$ cat src/rtl/adc_pkg.sv
// Shared definitions for the ADC frame packer.
// Contents:
//   ADC_W          - width of one ADC sample word
//   FRAME_LEN      - number of bytes in one output frame
//   DEFAULT_HEADER - default first byte of every frame
//   frame_state_e  - byte-sequencer states; IDLE first, then bytes in wire order
//   frame_csum     - XOR checksum over the five bytes that precede it in a frame
package adc_pkg;

  localparam int         ADC_W          = 24;
  localparam int         FRAME_LEN      = 6;
  localparam logic [7:0] DEFAULT_HEADER = 8'hA5;

  typedef enum logic [2:0] {
    ST_IDLE = 3'd0,
    ST_HDR  = 3'd1,
    ST_SEQ  = 3'd2,
    ST_D2   = 3'd3,
    ST_D1   = 3'd4,
    ST_D0   = 3'd5,
    ST_CSUM = 3'd6
  } frame_state_e;

  function automatic logic [7:0] frame_csum(input logic [7:0]       hdr,
                                            input logic [7:0]       seq,
                                            input logic [ADC_W-1:0] data);
    return hdr ^ seq ^ data[23:16] ^ data[15:8] ^ data[7:0];
  endfunction

endpackage

$ cat src/rtl/adc_avg_decim.sv
// Edge detector plus block averager / decimator for the ADC sample stream.
// Every rising edge of sample_ready (while enable is high) is one event.
// Each event adds the sign-extended sample to an accumulator; the
// 2^AVG_LOG2-th event produces a result = (acc + sample) >>> AVG_LOG2.
// The result strobe is combinational so the consumer can capture the result
// on the very edge that samples the event.
// Ports:
//   clk, rst     - clock, synchronous active-high reset
//   enable       - low: events ignored, accumulator and count cleared
//   sample_data  - two's-complement sample, stable while sample_ready is high
//   sample_ready - level strobe from the channel reader
//   res_valid    - one-cycle result strobe
//   res_data     - averaged result, valid with res_valid
module adc_avg_decim
  import adc_pkg::*;
#(
  parameter int AVG_LOG2 = 0
) (
  input  logic             clk,
  input  logic             rst,
  input  logic             enable,
  input  logic [ADC_W-1:0] sample_data,
  input  logic             sample_ready,
  output logic             res_valid,
  output logic [ADC_W-1:0] res_data
);

  localparam int ACC_W = ADC_W + AVG_LOG2;
  // Keep the counter at least one bit wide so pass-through mode still elaborates.
  localparam int CNT_W = (AVG_LOG2 > 0) ? AVG_LOG2 : 1;
  localparam logic [CNT_W-1:0] CNT_LAST = CNT_W'((1 << AVG_LOG2) - 1);

  logic                    rdy_d;
  logic signed [ACC_W-1:0] acc;
  logic        [CNT_W-1:0] cnt;
  logic                    event_hit;
  logic                    last_hit;
  logic signed [ACC_W-1:0] sample_ext;
  logic signed [ACC_W-1:0] sum;

  function automatic logic signed [ACC_W-1:0] sign_extend(input logic signed [ADC_W-1:0] s);
    return ACC_W'(s);
  endfunction

  // Arithmetic shift floors toward -inf; the accumulator is wide enough that
  // the shifted value always fits back into ADC_W bits.
  function automatic logic [ADC_W-1:0] avg_shift(input logic signed [ACC_W-1:0] s);
    logic signed [ACC_W-1:0] sh;
    sh = s >>> AVG_LOG2;
    return sh[ADC_W-1:0];
  endfunction

  assign event_hit  = sample_ready & ~rdy_d & enable;
  assign last_hit   = (cnt == CNT_LAST);
  assign sample_ext = sign_extend(sample_data);
  assign sum        = acc + sample_ext;
  assign res_valid  = event_hit & last_hit;
  assign res_data   = avg_shift(sum);

  // Stage p0: edge register, accumulator and event counter
  always_ff @(posedge clk) begin
    if (rst) begin
      rdy_d <= 1'b0;
      acc   <= '0;
      cnt   <= '0;
    end else begin
      rdy_d <= sample_ready;
      if (!enable) begin
        acc <= '0;
        cnt <= '0;
      end else if (event_hit) begin
        if (last_hit) begin
          acc <= '0;
          cnt <= '0;
        end else begin
          acc <= sum;
          cnt <= cnt + 1'b1;
        end
      end
    end
  end

endmodule

$ cat src/rtl/adc_frame_packer.sv
// Packs averaged ADC results into 6-byte frames and streams them byte-wise.
// Frame: HEADER, seq, data[23:16], data[15:8], data[7:0], XOR checksum.
// A single pending entry decouples result arrival from frame transmission;
// a result that finds it occupied (and not being drained that same edge) is
// dropped and counted.
// Ports:
//   clk, rst     - clock, synchronous active-high reset
//   enable       - gate for incoming samples (frames already queued still drain)
//   sample_data  - 24-bit two's-complement sample
//   sample_ready - new-sample level strobe
//   out_data     - current frame byte (0 when idle)
//   out_valid    - out_data valid
//   out_ready    - sink accepts byte on out_valid & out_ready
//   busy         - frame in progress or pending entry full
//   overflow     - sticky result-dropped flag
//   drop_count   - saturating count of dropped results
module adc_frame_packer
  import adc_pkg::*;
#(
  parameter int         AVG_LOG2 = 0,
  parameter logic [7:0] HEADER   = DEFAULT_HEADER
) (
  input  logic             clk,
  input  logic             rst,
  input  logic             enable,
  input  logic [ADC_W-1:0] sample_data,
  input  logic             sample_ready,
  output logic [7:0]       out_data,
  output logic             out_valid,
  input  logic             out_ready,
  output logic             busy,
  output logic             overflow,
  output logic [7:0]       drop_count
);

  logic             res_valid;
  logic [ADC_W-1:0] res_data;
  logic             pend_full;
  logic [ADC_W-1:0] pend_data;
  logic [ADC_W-1:0] frame_data;
  logic [7:0]       seq;
  frame_state_e     state;
  frame_state_e     state_nxt;
  logic             consume;
  logic             accept;
  logic             load;

  function automatic logic [7:0] sat_inc(input logic [7:0] c);
    return (c == 8'hFF) ? c : c + 8'd1;
  endfunction

  adc_avg_decim #(
    .AVG_LOG2(AVG_LOG2)
  ) u_avg (
    .clk         (clk),
    .rst         (rst),
    .enable      (enable),
    .sample_data (sample_data),
    .sample_ready(sample_ready),
    .res_valid   (res_valid),
    .res_data    (res_data)
  );

  assign consume   = (state == ST_IDLE) & pend_full;
  assign accept    = out_valid & out_ready;
  // Pending being emptied on this edge frees the slot for a same-edge result.
  assign load      = res_valid & (~pend_full | consume);
  assign out_valid = (state != ST_IDLE);
  assign busy      = out_valid | pend_full;

  always_comb begin
    state_nxt = state;
    case (state)
      ST_IDLE: if (consume) state_nxt = ST_HDR;
      ST_HDR:  if (accept)  state_nxt = ST_SEQ;
      ST_SEQ:  if (accept)  state_nxt = ST_D2;
      ST_D2:   if (accept)  state_nxt = ST_D1;
      ST_D1:   if (accept)  state_nxt = ST_D0;
      ST_D0:   if (accept)  state_nxt = ST_CSUM;
      ST_CSUM: if (accept)  state_nxt = ST_IDLE;
      default:              state_nxt = ST_IDLE;
    endcase
  end

  always_comb begin
    out_data = 8'h00;
    case (state)
      ST_HDR:  out_data = HEADER;
      ST_SEQ:  out_data = seq;
      ST_D2:   out_data = frame_data[23:16];
      ST_D1:   out_data = frame_data[15:8];
      ST_D0:   out_data = frame_data[7:0];
      ST_CSUM: out_data = frame_csum(HEADER, seq, frame_data);
      default: out_data = 8'h00;
    endcase
  end

  // Stage p1: pending entry, sequencer state, sequence and drop bookkeeping
  always_ff @(posedge clk) begin
    if (rst) begin
      pend_full  <= 1'b0;
      state      <= ST_IDLE;
      seq        <= 8'h00;
      overflow   <= 1'b0;
      drop_count <= 8'h00;
    end else begin
      if (load) begin
        pend_full <= 1'b1;
      end else if (consume) begin
        pend_full <= 1'b0;
      end
      if (res_valid && !load) begin
        overflow   <= 1'b1;
        drop_count <= sat_inc(drop_count);
      end
      if (state == ST_CSUM && accept) begin
        seq <= seq + 8'd1;
      end
      state <= state_nxt;
    end
  end

  // Data registers carry no reset; their contents matter only while flagged valid.
  always_ff @(posedge clk) begin
    if (load) begin
      pend_data <= res_data;
    end
    if (consume) begin
      frame_data <= pend_data;
    end
  end

endmodule
$ cat config.mk
export PLATFORM = sky130hd
export DESIGN_NAME = adc_frame_packer
export DESIGN_NICKNAME = d
export VERILOG_FILES = /design/src/rtl/adc_pkg.sv /design/src/rtl/adc_avg_decim.sv /design/src/rtl/adc_frame_packer.sv
export SDC_FILE = /design/constraint.sdc
export NUM_CORES = 1
export LEC_CHECK = 0
export BUFFER_PORTS_ARGS = -buffer_cell sky130_fd_sc_hd__buf_2
export CAP_MARGIN = 30
export CORE_ASPECT_RATIO = 1.25
export CORE_MARGIN = 2
export CORE_UTILIZATION = 48
export CTS_BUF_LIST = sky130_fd_sc_hd__clkbuf_4 sky130_fd_sc_hd__clkbuf_8
export CTS_CLUSTER_SIZE = 10
export DETAILED_ROUTE_END_ITERATION = 8
export PLACE_DENSITY_LB_ADDON = 0.3
export REMOVE_ABC_BUFFERS = 1
export SLEW_MARGIN = 15
export SYNTH_ARGS = -nofsm -noshare
export SYNTH_HDL_FRONTEND = slang
export SYNTH_SLANG_ARGS = --single-unit
$ cat constraint.sdc
create_clock -name clk -period 4.3 [get_ports clk]
set_clock_uncertainty 0.05 [all_clocks]
set_input_delay 0 -clock clk [delete_from_list [all_inputs] [get_ports clk]]
set_output_delay 0 -clock clk [all_outputs]
set_load 0.05 [all_outputs]
# [Word-level counts from Yosys, hierarchy flattened]
# Index checks and enable logic that the tools add are counted.
[word_totals] register_bits=95 input_bits=29 output_inout_bits=19 elab_cells=67
[op_classes] add_sub_neg=4 n_eq_ne=14 muxes=13 bitwise_logic=17 reduce_logical=9
[ops] op="$pmux W8 S6" count=1
[ops] op="$add A24 B24 Y24" count=1
[ops] op="$mux W24" count=1
[ops] op="$xor A8 B8 Y8" count=3
[ops] op="$mux W3" count=7
[ops] op="$pmux W3 S7" count=1
[ops] op="$add A8 B1 Y8 const B" count=2
[ops] op="$ne A2 B2 Y1 const B" count=7
[ops] op="$eq A3 B3 Y1 const B" count=3
[ops] op="$eq A8 B8 Y1 const B" count=1
[ops] op="$reduce_and A7 Y1" count=1
[ops] op="$and A1 B1 Y1" count=6
[ops] op="$eq A3 B2 Y1 const B" count=2
[ops] op="$not A1 Y1" count=5
[ops] op="$not A4 Y4" count=1
[ops] op="$eq A3 B1 Y1 const B" count=1
[ops] op="$logic_not A3 Y1" count=1
[ops] op="$mux W1" count=3
[ops] op="$reduce_bool A3 Y1" count=1
[ops] op="$logic_and A1 B1 Y1" count=2
[ops] op="$or A1 B1 Y1" count=2
[ops] op="$reduce_and A2 Y1" count=1
[ops] op="$reduce_bool A2 Y1" count=1
[ops] op="$reduce_or A2 Y1" count=1
[ops] op="other kinds (2)" count=2

# [Longest topological paths before layout]
[logic_depth] word_depth=8 depth_mapped=6

# [Modules after synthesis]
# A second synthesis with hierarchy kept.
[hier_totals] cells_unflattened=263 area_unflattened_um2=3279.4
[by_module_without_submodules] module="adc_frame_packer" n_inst=1 cells_per_inst=236 area_per_inst_um2=3064.2 seq_area_each_um2=1861.8
[by_module_without_submodules] module="adc_avg_decim" n_inst=1 cells_per_inst=27 area_per_inst_um2=215.2 seq_area_each_um2=20.0

# [Worst setup path after synthesis]
# OpenSTA, ideal clock, no wires.
[synth_path] kind="reg-to-reg" startpoint="reg state[0]" endpoint="reg frame_data[0] (enable)" setup_ns=0.405 arrival_time_ns=2.165 required_ns=3.845 setup_slack_ns=1.680 path_stages_with_launch=4 n_path_buf=1 path_cell_list="dfxtp_1 buf_4 or3_1 nor2_1"
[synth_between] elab_chain_cells=2
[synth_rtl] element="from (decl)" line="adc_frame_packer.sv:42" source="frame_state_e state;"
[synth_rtl] element="from (signal assigned)" line="adc_frame_packer.sv:119" source="state <= state_nxt;"
[synth_rtl] element="$logic_not A3 Y1" line="adc_frame_packer.sv:64" source="assign consume = (state == ST_IDLE) & pend_full;"
[synth_rtl] element="$and A1 B1 Y1" line="adc_frame_packer.sv:64"
[synth_rtl] element="net consume" line="adc_frame_packer.sv:44" source="logic consume;"
[synth_rtl] element="to (signal assigned)" line="adc_frame_packer.sv:129" source="frame_data <= pend_data;"
[synth_rtl] element="to (decl)" line="adc_frame_packer.sv:40" source="logic [ADC_W-1:0] frame_data;"
# The timed path passes the listed nets, and every way through them passes these cells.
# A chain may end at the register's enable or synchronous reset.

# [Worst setup path in the final report]
[layout_path] startpoint="reg state[0]" endpoint="out out_data[4]"
[layout_between] elab_chain_cells=2
[layout_rtl] element="$eq A3 B3 Y1 (tied with other cells)" line="adc_frame_packer.sv:87" source="case (state)"
[layout_rtl] element="$pmux W8 S6 *" line="adc_frame_packer.sv:87"
[layout_rtl] element="to (decl)" line="adc_frame_packer.sv:28" source="output logic [7:0] out_data,"
# Every way passes the cells marked *; elsewhere a longest branch is shown, timed or not.

==> metrics.cfg <==
[setup_path]
r2r_start=state[2]
crit_required_ns=4.25
rrSetupSlack_ns=2.35
reg2reg_depth=4
cp-end-kind=primary output
crit_type=reg -> out
arrival_ns=2.18
start_kind=flop
reg2reg_to=drop_count[5]
path_max_fanout=17

[cts]
root_buffer=clkbuf_8
htreeDepth=3
cts_tree=built
cts_num_sinks=70
holdBufCountCts=27
clk_latency_ns=0.34
clock_tree.buffer_depth=2
clkTransAtPathRegs_ns=0.08
cts_buffers=9
cts_setup_buffers=0
ctsResizeCount=0

[synthesis]
async_flop_share_pct=0
syn_avg_cell_area_sq_um=12.8
synth.top_cell.area_share_pct=48.1
syn_area_sq_mm=0.00300
yosysWarningCount=0
synth.area.top_cells=edfxtp_1 48%, dfxtp_1 15%, xor2_1 6.1%, mux2i_1 4.0%, xnor2_1 3.5%
synth_top_area_cell=edfxtp_1
yosysUniqueCellTypes=39
synth_edf_count=48
seq_area_frac_synth_pct=62.8
ys_ff_latch=70
synthCells=235
synthFlopType=edfxtp_1

[flow_run]
maxCapViolations=0

[worst_hold_path]
holdPathStages=3
min_from=out_ready
hp-class=in -> reg
min_to=state[1]

[floorplanning]
start_util_pct=49.2
die_y_microns=92.3
ioPinCount=48
coreArea_sq_mm=0.00609
die_width_microns=74.7
die_area_sq_mm=0.00690
rows=32

[drt]
drc=0
routed_via_density=5.02
first_iter_violations=108
first_pass_iters=4
dr_total_vias=2019
drt_wl_total_microns=5110
wire_per_inst_microns=12.7
postRouteAntennaNets=0

[grt]
grt_util_all_layers_pct=16.5
grt_pass1_vias=1888
grt_pass1_wl_microns=8330
grt.overflow.total=0
antenna_found_initial=0
grt_max_degree=23

[sta]
worstMarginPinSlew_ns=0.682
period_minus_slack_ns=2.23
finalSetupViolations=0
finalMaxSlewViolations=0
timing.fmax_ghz=0.449
fin_crit_sh_pct=51.8
relSlewSlack_pct=54.5
finalSetupTns_ns=0
hold_violations=0
rsz0062_at_grt=no

[cells_and_area]
syn_to_final_growth_pct=26.4
fillers=501
drive_gt1_share_pct=22.4
final_cell_area_sq_mm=0.00379
fin_nets=343
final_cell_mix=48 x edfxtp_1, 47 x buf_2, 27 x dlygate4sd3_1
final_common_cell=edfxtp_1
insertedDiodeCount=0

[power_and_ir_drop]
p_leak_nw=1.47
max-vdd-ir-drop_uv=245
p_total_mw=1.39
power_per_cell_area_mw_per_mm2=368

[placement]
place_area_sq_mm=0.00333
gp_congestion=0.798
io_buffers=47
dpl.hpwl_microns=3220

[outcome]
outcome=finished, final reports clean

==> flip-flops by register name (all words and copies together) (netlist names) <==
| name | flops |
|---|---|
| frame_data | 24 |
| seq | 8 |
| pend_full | 1 |
| state | 3 |
| drop_count | 8 |
| overflow | 1 |
| pend_data | 24 |
| u_avg.rdy_d | 1 |
==> stage by stage <==
stage | util (%) | hold slack [ns] | std cells | worst slack (ns)
floorplan | - | 0.0191 | 224 | 1.43
global placement | 54.1 | 0.127 | 356 | 1.80
detailed placement | 54.7 | 0.128 | 359 | 2.36
CTS | 62.3 | 0.0190 | 402 | 2.04
global route | 62.3 | 0.0403 | 402 | 1.87
finish | 62.3 | 0.0402 | 402 | 2.07
==> synthesized netlist by cell type, types with 4 or more instances <==
cell type  instances
edfxtp_1          48
nor2_1            22
o21ai_0            6
nand2_1            7
or3_1              4
a21o_1             5
xor2_1            21
a21oi_1           14
o32ai_1            4
mux2i_1           12
nand3_1            6
xnor2_1           12
nand4_1            5
nor2b_1            5
dfxtp_1           22
clkbuf_1           7
==> critical path, cell delays in order, from the launching register on <==
cell and delay, ns:
dfxtp_1 0.51, buf_8 0.25, nor2b_1 0.20, and2_1 0.38, nand2_1 0.08, o221ai_1 0.09
buf_2 0.30
==> routing by layer <==
metal  vias to the layer above  wire length (microns)  GRT usage, %  share of wire, %
met4                         0                    105          10.9               2.1
li1                       1015                      -             -                 -
met3                        10                    219          4.68               4.3
met2                        49                   2580          26.0                50
met5                         -                      0             0                 0
met1                       945                   2200          19.1                43
==> report_power, final <==
| part | switching (mW) | internal (mW) |
|---|---|---|
| combinational | 0.0821 | 0.0637 |
| sequential | 0.0160 | 0.741 |
| clock | 0.268 | 0.222 |
| total | 0.366 | 1.03 |
==> cells by family after synthesis <==
kind of cell	share of synthesized area (%)
buffers and inverters	2.00
xor gates and xnor gates	9.65
muxes	4.01
adders and majority gates	0.835
and+or+nand+nor	10.7
DFF	62.8
AOI/OAI and AO/OA	9.98
==> worst max-delay path by stage <==
stage	from	to	slack, ns
final	state[0]	out_data[4]	2.07
after CTS	state[0]	out_data[3]	2.04
after global routing	state[0]	out_data[4]	1.87
after detailed placement	state[2]	drop_count[5]	2.36
after floorplan	state[0]	frame_data[0]	1.43
after global placement	state[0]	pend_data[14]	1.80
==> final cells by class <==
class / instances / area [sq um] / area share, %
repair buffers: 77 / 543 / 14.3
clock buffers: 9 / 124 / 3.27
well taps: 85 / 106 / 2.81
inverters: 3 / 11.3 / 0.297
clock inverters: 7 / 62.6 / 1.65
multi-input cells: 151 / 1060 / 28.0
flip-flops and latches: 70 / 1880 / 49.7
(Power assumes the default switching activity.)
